[src/rtl/score_disp_pkg.sv]
// Shared types, segment constants and elaboration-time helpers for the
// score display driver.
package score_disp_pkg;

    typedef enum logic [1:0] {
        IDLE,
        SHIFT,
        LOAD
    } state_e;

    // Segment vectors are {g, f, e, d, c, b, a}.
    localparam logic [6:0] SEG_OFF  = 7'b000_0000;
    localparam logic [6:0] SEG_DASH = 7'b100_0000;

    function automatic logic [63:0] pow10(input int unsigned n);
        logic [63:0] r;
        r = 64'd1;
        for (int unsigned i = 0; i < n; i++) begin
            r = r * 64'd10;
        end
        return r;
    endfunction

    // Smallest digit count d with 10^d >= 2^w, i.e. enough digits for 2^w-1.
    function automatic int unsigned bcd_digits_for(input int unsigned w);
        int unsigned d;
        d = 1;
        while (pow10(d) < (64'd1 << w)) begin
            d++;
        end
        return d;
    endfunction

endpackage

[src/rtl/Led7Seg.sv]
// BCD nibble to 7-segment decoder, active-high, bit 0 = segment a.
module Led7Seg (
    input  logic [3:0] i_bcd,
    output logic [6:0] o_seg
);

    always_comb begin
        o_seg = 7'b000_0000;
        case (i_bcd)
            4'd0:    o_seg = 7'b011_1111;
            4'd1:    o_seg = 7'b000_0110;
            4'd2:    o_seg = 7'b101_1011;
            4'd3:    o_seg = 7'b100_1111;
            4'd4:    o_seg = 7'b110_0110;
            4'd5:    o_seg = 7'b110_1101;
            4'd6:    o_seg = 7'b111_1101;
            4'd7:    o_seg = 7'b000_0111;
            4'd8:    o_seg = 7'b111_1111;
            4'd9:    o_seg = 7'b110_1111;
            default: o_seg = 7'b000_0000;
        endcase
    end

endmodule

[src/rtl/score_bcd_display.sv]
// Iterative double-dabble binary-to-BCD converter driving a registered,
// blanked, overflow-aware 7-segment display.
module score_bcd_display
    import score_disp_pkg::*;
#(
    parameter int unsigned W          = 11,
    parameter int unsigned DIGITS     = 3,
    parameter bit          BLANK_LZ   = 1'b1,
    parameter bit          ACTIVE_LOW = 1'b0
) (
    input  logic                  clk,
    input  logic                  rst,
    input  logic                  start,
    input  logic [W-1:0]          point,
    output logic                  ready,
    output logic                  done,
    output logic                  overflow,
    output logic [4*DIGITS-1:0]   bcd,
    output logic [7*DIGITS-1:0]   seg
);

    localparam int unsigned          BD    = bcd_digits_for(W);
    localparam logic [63:0]          LIMIT = pow10(DIGITS);
    localparam int unsigned          CW    = $clog2(W + 1);
    localparam logic [CW-1:0]        LAST  = CW'(W - 1);
    localparam logic [7*DIGITS-1:0]  INV   = {(7 * DIGITS){ACTIVE_LOW}};

    state_e                r_state;
    logic [W-1:0]          r_bin;
    logic [W-1:0]          r_val;
    logic [4*BD-1:0]       r_work;
    logic [CW-1:0]         r_cnt;
    logic                  r_ready;
    logic                  r_done;
    logic                  r_ovf;
    logic [4*DIGITS-1:0]   r_bcd;
    logic [7*DIGITS-1:0]   r_seg;

    logic [4*BD-1:0]       w_adj;
    logic [4*BD-1:0]       w_work_nxt;
    logic [4*DIGITS-1:0]   w_dig;
    logic [7*DIGITS-1:0]   w_dec;
    logic [7*DIGITS-1:0]   w_seg;
    logic                  w_ovf;

    always_comb begin
        w_adj = r_work;
        for (int i = 0; i < int'(BD); i++) begin
            if (r_work[4*i +: 4] >= 4'd5) begin
                w_adj[4*i +: 4] = r_work[4*i +: 4] + 4'd3;
            end
        end
    end

    assign w_work_nxt = {w_adj[4*BD-2:0], r_bin[W-1]};
    assign w_ovf      = 64'(r_val) >= LIMIT;

    // Displayed digits come from the post-shift value so they are ready on the final shift edge.
    if (BD >= DIGITS) begin : g_trunc
        assign w_dig = w_work_nxt[4*DIGITS-1:0];
    end else begin : g_pad
        assign w_dig = {{(4 * (DIGITS - BD)){1'b0}}, w_work_nxt};
    end

    for (genvar g = 0; g < int'(DIGITS); g++) begin : g_dig
        Led7Seg u_led (
            .i_bcd (w_dig[4*g +: 4]),
            .o_seg (w_dec[7*g +: 7])
        );
    end

    always_comb begin
        logic v_any;
        v_any = 1'b0;
        w_seg = '0;
        for (int i = int'(DIGITS) - 1; i >= 0; i--) begin
            v_any = v_any | (|w_dig[4*i +: 4]);
            if (w_ovf) begin
                w_seg[7*i +: 7] = SEG_DASH;
            end else if (BLANK_LZ && (i != 0) && !v_any) begin
                w_seg[7*i +: 7] = SEG_OFF;
            end else begin
                w_seg[7*i +: 7] = w_dec[7*i +: 7];
            end
        end
        w_seg = w_seg ^ INV;
    end

    // Display registers are written on the edge entering LOAD so done and data coincide.
    always_ff @(posedge clk) begin
        if (rst) begin
            r_state <= IDLE;
            r_bin   <= '0;
            r_val   <= '0;
            r_work  <= '0;
            r_cnt   <= '0;
            r_ready <= 1'b1;
            r_done  <= 1'b0;
            r_ovf   <= 1'b0;
            r_bcd   <= '0;
            r_seg   <= INV;
        end else begin
            r_done <= 1'b0;
            case (r_state)
                IDLE: begin
                    if (start) begin
                        r_bin   <= point;
                        r_val   <= point;
                        r_work  <= '0;
                        r_cnt   <= '0;
                        r_ready <= 1'b0;
                        r_state <= SHIFT;
                    end
                end
                SHIFT: begin
                    r_work <= w_work_nxt;
                    r_bin  <= r_bin << 1;
                    r_cnt  <= r_cnt + 1'b1;
                    if (r_cnt == LAST) begin
                        r_bcd   <= w_dig;
                        r_seg   <= w_seg;
                        r_ovf   <= w_ovf;
                        r_done  <= 1'b1;
                        r_state <= LOAD;
                    end
                end
                LOAD: begin
                    r_ready <= 1'b1;
                    r_state <= IDLE;
                end
                default: r_state <= IDLE;
            endcase
        end
    end

    assign ready    = r_ready;
    assign done     = r_done;
    assign overflow = r_ovf;
    assign bcd      = r_bcd;
    assign seg      = r_seg;

endmodule
[config.mk]
export PLATFORM = sky130hd
export DESIGN_NAME = score_bcd_display
export DESIGN_NICKNAME = d
export VERILOG_FILES = /design/src/rtl/score_disp_pkg.sv /design/src/rtl/Led7Seg.sv /design/src/rtl/score_bcd_display.sv
export SDC_FILE = /design/constraint.sdc
export NUM_CORES = 1
export LEC_CHECK = 0
export BUFFER_PORTS_ARGS = -buffer_cell sky130_fd_sc_hd__buf_2
export CORE_ASPECT_RATIO = 0.75
export CORE_MARGIN = 1
export CORE_UTILIZATION = 45
export DETAILED_ROUTE_END_ITERATION = 10
export GPL_TIMING_DRIVEN = 1
export PLACE_DENSITY = 0.68
export SLEW_MARGIN = 20
export SYNTH_ARGS = -nofsm -noshare
export SYNTH_HDL_FRONTEND = slang
export SYNTH_SLANG_ARGS = --single-unit
[constraint.sdc]
create_clock -name clk -period 2.1 [get_ports clk]
set_input_delay 0.105 -clock clk [delete_from_list [all_inputs] [get_ports clk]]
set_output_delay 0.105 -clock clk [all_outputs]
set_load 0.05 [all_outputs]
Word-level counts from Yosys, hierarchy flattened
Memory sizes are Yosys's and may differ from the RTL's.
Cells that the tools add are included.
Widths: inputs -> output; s select.
{ "totals": {"mem_count": 3, "rom_bits": 336, "register_bits": 80} }
{ "memory_table": {"columns": ["name", "depth", "word_bits", "rd", "rd_ports_with_merged_regs", "write_ports", "line", "rtl"], "rows": [
  ["(name not given)", 16, 7, 1, 0, 0, "Led7Seg.sv:9", "case (i_bcd)"],
  ["(name not given)", 16, 7, 1, 0, 0, "Led7Seg.sv:9", null],
  ["(name not given)", 16, 7, 1, 0, 0, "Led7Seg.sv:9", null]
]} }
{ "op_classes": {"order_cmp": 5, "n_mux": 21, "eq_ne": 5, "bitwise_logic": 2, "reduce_logical": 11, "n_addsub": 5} }
{ "ops": {"columns": ["operator", "count"], "rows": [
  ["$mux 7", 5],
  ["$pmux 16 s2", 1],
  ["$pmux 11 s2", 1],
  ["$ge 4x3->1 const B", 4],
  ["$mux 16", 1],
  ["$mux 4", 4],
  ["$add 4x2->4 const B", 3],
  ["$ge 11x10->1 const B", 1],
  ["$mux 11", 1],
  ["$reduce_and 2->1", 5],
  ["$pmux 4 s2", 1],
  ["$reduce_or 4->1", 2],
  ["$add 4x1->4 const B", 1],
  ["$eq 4x4->1 const B", 1],
  ["$mux 2", 2],
  ["$ne 2x2->1 const B", 2],
  ["$pmux 2 s2", 1],
  ["$reduce_bool 2->1", 2],
  ["$add 3x2->3 const B", 1],
  ["$mux 3", 1],
  ["$eq 2x1->1 const B", 1],
  ["$eq 2x2->1 const B", 1],
  ["$logic_not 2->1", 1],
  ["$mux 1", 2],
  ["4 further kinds", 4]
]} }

Depth between registers and ports, before layout
Gate-level depths: netlist of run 1.
{ "logic_depth": {"word_depth": 6, "ltp_mapped": 10, "ltp_nobuf": 10} }

Cells and area by module
A second synthesis of run 1 with hierarchy kept.
{ "unflattened": {"cells_unflattened": 453, "area_unflattened_um2": 3754.9} }
{ "by_module_without_submodules": {"columns": ["mod", "cells_per_inst", "area_each_um2", "seq_area_each_um2", "instances"], "rows": [
  ["score_bcd_display", 369, 3098.0, 1461.4, 1],
  ["Led7Seg", 28, 219.0, 0.0, 3]
]} }

Worst setup path before layout of run 1
OpenSTA, ideal clock, no wires.
{ "synth_path": {"kind": "register -> register", "startpoint": "register r_work[8]", "endpoint": "register r_seg[7], in the netlist seg[7]", "arrival_time_ns": 2.061, "stages_incl_launch_ff": 11, "slack_ns": -0.080, "cell_sequence": "dfxtp_1 -> inv_1 -> ha_1 -> nand2b_1 -> a21oi_1 -> xnor2_1 -> ha_1 -> o211a_1 -> a41o_1 -> o21bai_4 -> o21ai_2"} }
{ "synth_between": {"elab_chain_cells": 6} }
{ "synth_rtl": {"columns": ["item", "line", "rtl"], "rows": [
  ["start: declaration", "score_bcd_display.sv:31", "logic [4*BD-1:0] r_work;"],
  ["start signal: assignment", "score_bcd_display.sv:116", "r_work <= w_work_nxt;"],
  ["$add 4x2->4 / $ge 4x3->1 (equally long branches)", "score_bcd_display.sv:50, score_bcd_display.sv:49", null],
  ["$mux 4 (*)", "score_bcd_display.sv:49", "if (r_work[4*i +: 4] >= 4'd5) begin"],
  ["$reduce_or 4->1 (*)", "score_bcd_display.sv:77", "v_any = v_any | (|w_dig[4*i +: 4]);"],
  ["$or 1x1->1 (*)", "score_bcd_display.sv:77", null],
  ["$mux 7 (*)", "score_bcd_display.sv:80", "end else if (BLANK_LZ && (i != 0) && !v_any) begin"],
  ["$mux 7 (*)", "score_bcd_display.sv:78", "if (w_ovf) begin"],
  ["end signal: assignment", "score_bcd_display.sv:121", "r_seg <= w_seg;"],
  ["end: declaration", "score_bcd_display.sv:37", "logic [7*DIGITS-1:0] r_seg;"]
]} }
Mark *: on every way between the ends. The rest lies on a longest branch, timed or not.
A chain may end at the register's enable or synchronous reset.

Final worst setup path of run 1
{ "layout_path": {"startpoint": "register r_work[9]", "endpoint": "register r_seg[17], in the netlist seg[17]"} }
{ "layout_between": {"elab_chain_cells": 5} }
{ "layout_rtl": {"columns": ["item", "line"], "rows": [
  ["$add 4x2->4 / $ge 4x3->1 (equally long branches)", "score_bcd_display.sv:50, score_bcd_display.sv:49"],
  ["$mux 4 (*)", "score_bcd_display.sv:49"],
  ["$mem_v2 16x7 / $reduce_or 4->1 (equally long branches)", null],
  ["$mux 7 (*)", "score_bcd_display.sv:80"],
  ["$mux 7 (*)", "score_bcd_display.sv:78"]
]} }
Marks and branches as above.

==> reports/qor.csv, run 1 <==
metric;value;unit
status;completed;
IO Port Bufs;49;
vias in the first global route;3021;
setup violators final;0;
DIE AREA;0.00817;mm²
count leader, synth;dfxtp_1;
Final Hold Viols;0;
n_diodes;0;
Reg clk slew, reported paths;0.08;ns
remaining routing DRC violations;0;
core area;0.00743;mm²
Slew Viols, Final;0;
DR pass1 iterations;4;
Final nets;545;
CTS Sinks;73;
max-cap viol count;0;
asr flop ratio synth;0;%
slowest cell on the critical path;or3_4;
# fillers;678;
cell breakdown of the critical path;inv_1 -> ha_2 -> nand2b_4 -> a21oi_4 -> xnor2_2 -> ha_2 -> o211a_4 -> or3_4 -> a221oi_2;
area growth from synthesis to layout;28.6;%
Max VDD drop;0.366;mV
final worst-path cycle share;97.7;%
cell area after layout;0.00452;mm²
CTS buffer count;9;
sequential area share after synthesis;41.6;%
Slew HR;53.2;%
1st-iter DRT viols;223;
Worst Tran Pin Value;0.701;ns
Critical Path Max Stage Delay;0.34;ns
top cell type's share of synthesized area;41.6;%
antenna violations before repair;0;
Min-Delay Path Class;in -> reg;
Post-synth EDFFs;0;
power density over the cells;623;mW/mm²
Clock Path Buffers;2;
Final Non-Filler Cells;619;
routed len/inst;14.6;µm
worst skew pair latency;0.35;ns
Initial Util;47.3;%
mapped cell area;0.00351;mm²
fin crit period;2.05;ns
syn avg cell area;8.15;µm²
P_leak;1.90;nW
post-synthesis cell type count;47;
top_reg_cell synth;dfxtp_1;
Worst Skew;0.00728;ns
setup ws final;0.0489;ns
pre-CTS setup slack;-0.102;ns
Placed Instances;598;
share of layout cells above drive strength 1;30.7;%
most frequent cells after synthesis;dfxtp_1, nand2_1, nor2_1, a21oi_1, o21ai_0;
CP most frequent cell;ha_2;
CP Launch Type;flip-flop;
Mapped Cells;431;
root buffer cell;clkbuf_8;
Synth area leader;dfxtp_1;
final core occ;60.8;%
Tot GR Track Use;22.6;%
CP max FO;4;
routability cong.;0.845;
number of synthesized register bits;73;
first-pass GRT wire length;14600;µm
Core Rows;27;
WL final;9030;µm
largest net degree at the start of global routing;31;
Die W;104;µm
worst endpoint data arrival time;2.31;ns
CTS tree;done;
Max Fclk;488;MHz
Final ANT Viol Nets;0;
Vias/cell;5.37;
required time worst endpoint;2.36;ns
routed vias;3324;
Crit Path Category;reg -> reg;
# IOs;50;
post-DP HPWL;6200;µm
CTS H-tree lvls;3;
Fin Hold WS;0.00769;ns
CP endpoint kind;flip-flop;
Ys Warns;0;
die height;78.5;µm
top cells by area, synth;dfxtp_1, nand2_1, ha_1, a21oi_1, nor2_1;
gr ovfl total;0;
syn_nets;463;
Post-DP Area;0.00411;mm²
path summary, 6_finish.rpt:
kind / startpoint / cells past startpoint / slack, ns / to
setup reg to reg: r_work[9] / 9 / 0.05 / seg[17]
hold reg to reg: bcd[0] / 2 / 0.45 / bcd[0]
hold / removal: point[5] / 3 / 0.008 / r_val[5]
setup / recovery: r_work[9] / 9 / 0.05 / seg[17]
registers in the layout, summed over array words and instances (netlist names):
register,count
bcd,12
done,1
overflow,1
r_bin,11
r_cnt,4
r_state,2
r_val,8
r_work,12
ready,1
seg,21
logic make-up (layout without fill, tap and decap cells):
group,Yosys count,in the layout,share of synthesized area [%]
and+or+nand+nor,157,157,19.9
muxes,7,7,2.10
AOI/OAI and AO/OA,129,129,24.0
adders and majority gates,18,18,6.41
buffers and inverters,43,130,5.02
xor gates and xnor gates,4,4,0.997
DFF,73,73,41.6
what timing repair did:
item,4_1_cts,5_1_grt
pin swaps,1,7
setup endpoints to repair,12,18
endpoints found under the hold margin,3,1
resized for setup,9,31
setup buffers,0,1
hold buffers,3,1
routing by layer:
metal	vias to the layer above	wire length (µm)	track usage, %	share of wire (%)
met5	-	0	0	0
met4	0	90	5.71	1.0
met3	7	420	6.31	4.7
met2	64	4030	35.5	45
met1	1579	4490	30.5	50
li1	1674	-	-	-
where the power goes:
| group | total, W | switching (W) | internal, W |
|---|---|---|---|
| clock network | 0.00114 | 0.000528 | 0.000614 |
| logic | 0.000224 | 0.000135 | 0.0000893 |
| registers | 0.00145 | 0.0000289 | 0.00142 |
| total | 0.00281 | 0.000692 | 0.00212 |
critical path, delay by kind of cell (launching register included):
family	cells	cell delay, ns
fa+ha+maj	2	0.40
buf+inv	1	0.08
flops	1	0.33
xor+xnor	1	0.10
compound gates	3	0.56
simple gates	2	0.50
layout by cell type, fill, tap and decap left out, drive strengths merged, types with 4 or more instances in the layout:
cell type    instances
xnor2                4
nor2                50
mux2i                4
o221ai               8
a31oi                7
nand2b               6
buf                 93
dfxtp               73
ha                  18
inv                 17
nand2               71
o21ai               32
a21oi               42
nand3                6
clkbuf              12
dlygate4sd3          4
a22oi               15
a211oi               7
area by class of cell:
type | instances | area, µm² | area share (%)
Clock buffer | 12 | 155 | 3.43
Clock inverter | 4 | 51.3 | 1.14
Inverter | 17 | 63.8 | 1.41
Multi-Input combinational cell | 315 | 2030 | 44.9
Sequential cell | 73 | 1470 | 32.5
Tap cell | 101 | 126 | 2.80
Timing Repair Buffer | 97 | 623 | 13.8
metrics by stage:
step                setup TNS, ns  power, W
floorplan                       0   0.00162
global placement           -0.127   0.00168
detailed placement         -0.368   0.00169
CTS                             0   0.00283
global route              -0.0300   0.00292
finish                          0   0.00281
Power figures use the tool's default switching activity.
==> run 2, diff against run 1 <==
--- a/config.mk
+++ b/config.mk
@@ -10,9 +10,8 @@
 export CORE_MARGIN = 1
 export CORE_UTILIZATION = 45
 export DETAILED_ROUTE_END_ITERATION = 10
-export GPL_TIMING_DRIVEN = 1
+export GPL_TIMING_DRIVEN = 0
 export PLACE_DENSITY = 0.68
-export SLEW_MARGIN = 20
 export SYNTH_ARGS = -nofsm -noshare
 export SYNTH_HDL_FRONTEND = slang
 export SYNTH_SLANG_ARGS = --single-unit
==> constraint.sdc (replaced) <==
create_clock -name clk -period 2.1 [get_ports clk]
set_input_delay 0.105 -clock clk [delete_from_list [all_inputs] [get_ports clk]]
set_output_delay 0.105 -clock clk [all_outputs]
set_load 0.01 [all_outputs]
==> reports/qor.csv, run 2 (same netlist as run 1, synthesis figures left out) <==
metric;value;unit
status;finished, violations left;
failing checks;setup timing;
most frequent cells in the layout;nand2_1, dfxtp_1, buf_2, nor2_1, a21oi_1;
1st-iter DRT viols;227;
Core Rows;27;
Clock Path Buffers;2;
CTS buffer count;9;
Critical Path Max Stage Delay;0.54;ns
first-pass GRT wire length;14700;µm
Combinational Power Share;7.3;%
required time worst endpoint;2.37;ns
Min-Delay Path Class;in -> reg;
CTS Sinks;73;
CTS tree;done;
Initial Util;47.3;%
post-DP HPWL;6510;µm
root buffer cell;clkbuf_8;
antenna violations before repair;0;
Final ANT Viol Nets;0;
P_leak;1.88;nW
routed vias;3380;
die height;78.5;µm
setup TNS;-0.0522;ns
slowest cell on the critical path;nor3_2;
share of layout cells above drive strength 1;28.9;%
area growth from synthesis to layout;30.8;%
core area;0.00743;mm²
largest net degree at the start of global routing;14;
register area;0.00148;mm²
routed len/inst;15.4;µm
Die W;104;µm
gr ovfl total;0;
CP max FO;6;
unrepaired setup endpoints after global routing;yes;
part of the power in the clock network;46.7;%
CP endpoint kind;flip-flop;
Worst Skew;0.0138;ns
multi-input gate area in the final layout;0.00211;mm²
CTS H-tree lvls;3;
Switching Power;0.000722;W
sequential group share of total power;45.9;%
n_diodes;0;
Crit Path Category;reg -> reg;
CP Launch Type;flip-flop;
# IOs;50;
max reg flops;21;
DR pass1 iterations;5;
power density over the cells;685;mW/mm²
setup ws final;-0.0266;ns
IO Port Bufs;48;
Slew HR;55.5;%
Reg clk slew, reported paths;0.08;ns
# fillers;664;
max-cap viol count;0;
remaining routing DRC violations;0;
cell breakdown of the critical path;inv_2 -> ha_4 -> nand3b_1 -> or2_4 -> buf_4 -> nor3_2 -> nand4_1 -> a31oi_1;
Max VDD drop;0.360;mV
final worst-path cycle share;101;%
Final nets;546;
final core occ;61.8;%
Tot GR Track Use;23.0;%
worst endpoint data arrival time;2.40;ns
Worst Tran Pin Value;0.660;ns
DIE AREA;0.00817;mm²
vias in the first global route;3022;
WL final;9540;µm
worst skew pair latency;0.35;ns
worst r2r path cells;8;
Slew Viols, Final;0;
hold path cells;3;
Max Fclk;470;MHz
Vias/cell;5.45;
routability cong.;0.843;
Sw Share;22.9;%
commonest non-fill, non-tap cell in the layout;nand2_1;
fin crit period;2.13;ns
Final Hold Viols;0;
Pint;0.00243;W
setup violators final;4;
run 2: changes by cell type in the layout (fill, tap and decap cells not counted), sizes merged:
| cell | before | now |
|---|---|---|
| inv | 17 | 19 |
| buf | 93 | 69 |
| dlygate4sd3 | 4 | 6 |
| clkinvlp | 1 | 0 |
| clkinv | 2 | 0 |
| bufinv | 1 | 4 |
| clkbuf | 12 | 33 |
run 2: area by class of cell:
| type | count | share of cell area (%) |
|---|---|---|
| clock inverters | 6 | 2.99 |
| flip-flops and latches | 73 | 32.1 |
| clock buffers | 10 | 2.78 |
| plain buffers | 25 | 2.31 |
| inverters | 17 | 1.44 |
| multi-input cells | 315 | 45.9 |
| well taps | 101 | 2.75 |
| repair buffers | 73 | 9.72 |
run 2: path summary, 6_finish.rpt:
| kind | end | from | slack, ns |
|---|---|---|---|
| worst max-delay path | seg[19] | r_cnt[0] | -0.03 |
| worst min-delay path | r_val[10] | point[10] | 0.01 |
| worst max register to register | seg[19] | r_cnt[0] | -0.03 |
| worst min register to register | bcd[5] | bcd[5] | 0.45 |
run 2: through the flow:
step           worst slack, ns  hold slack, ns  instance area [µm²]  std cells  power (W)
2_1_floorplan           0.0349           0.241                 3530        431    0.00161
3_3_place_gp            -0.281           0.356                 3890        580    0.00167
3_5_place_dp            -0.307           0.362                 3890        580    0.00168
4_1_cts                -0.0572         0.00317                 4400        613    0.00316
5_1_grt                -0.0653          0.0140                 4600        620    0.00326
6_report               -0.0266          0.0143                 4600        620    0.00315
run 2: power by group through the flow:
stage | Clock [W] | Sequential [W] | Combinational, W
after CTS | 0.00149 | 0.00145 | 0.000221
after global placement | 0 | 0.00148 | 0.000196
after floorplan | 0 | 0.00147 | 0.000140
final | 0.00147 | 0.00145 | 0.000231
after global routing | 0.00155 | 0.00145 | 0.000257
after detailed placement | 0 | 0.00148 | 0.000201
run 2: repair_timing:
| item | CTS | global route |
|---|---|---|
| pin swaps | 9 | 13 |
| gates resized for setup | 27 | 41 |
| hold buffers | 6 | 0 |
| gates cloned | 0 | 0 |
| setup buffers | 11 | 8 |
| endpoints found under the setup margin | 20 | 23 |
| hold endpoints to repair | 6 | 0 |
run 2: metal layers:
metal | wire length [µm] | track usage [%]
met1 | 4720 | 31.6
met2 | 4300 | 36.1
met3 | 436 | 5.90
met4 | 86 | 5.00
met5 | 0 | 0
run 2: critical path, delay by kind of cell (launching register included):
| kind | cells | cell delay, ns |
|---|---|---|
| and+or+nand+nor | 4 | 1.16 |
| adders and majority gates | 1 | 0.11 |
| buffers and inverters | 2 | 0.24 |
| AOI/OAI and AO/OA | 1 | 0.19 |
| DFF | 1 | 0.33 |
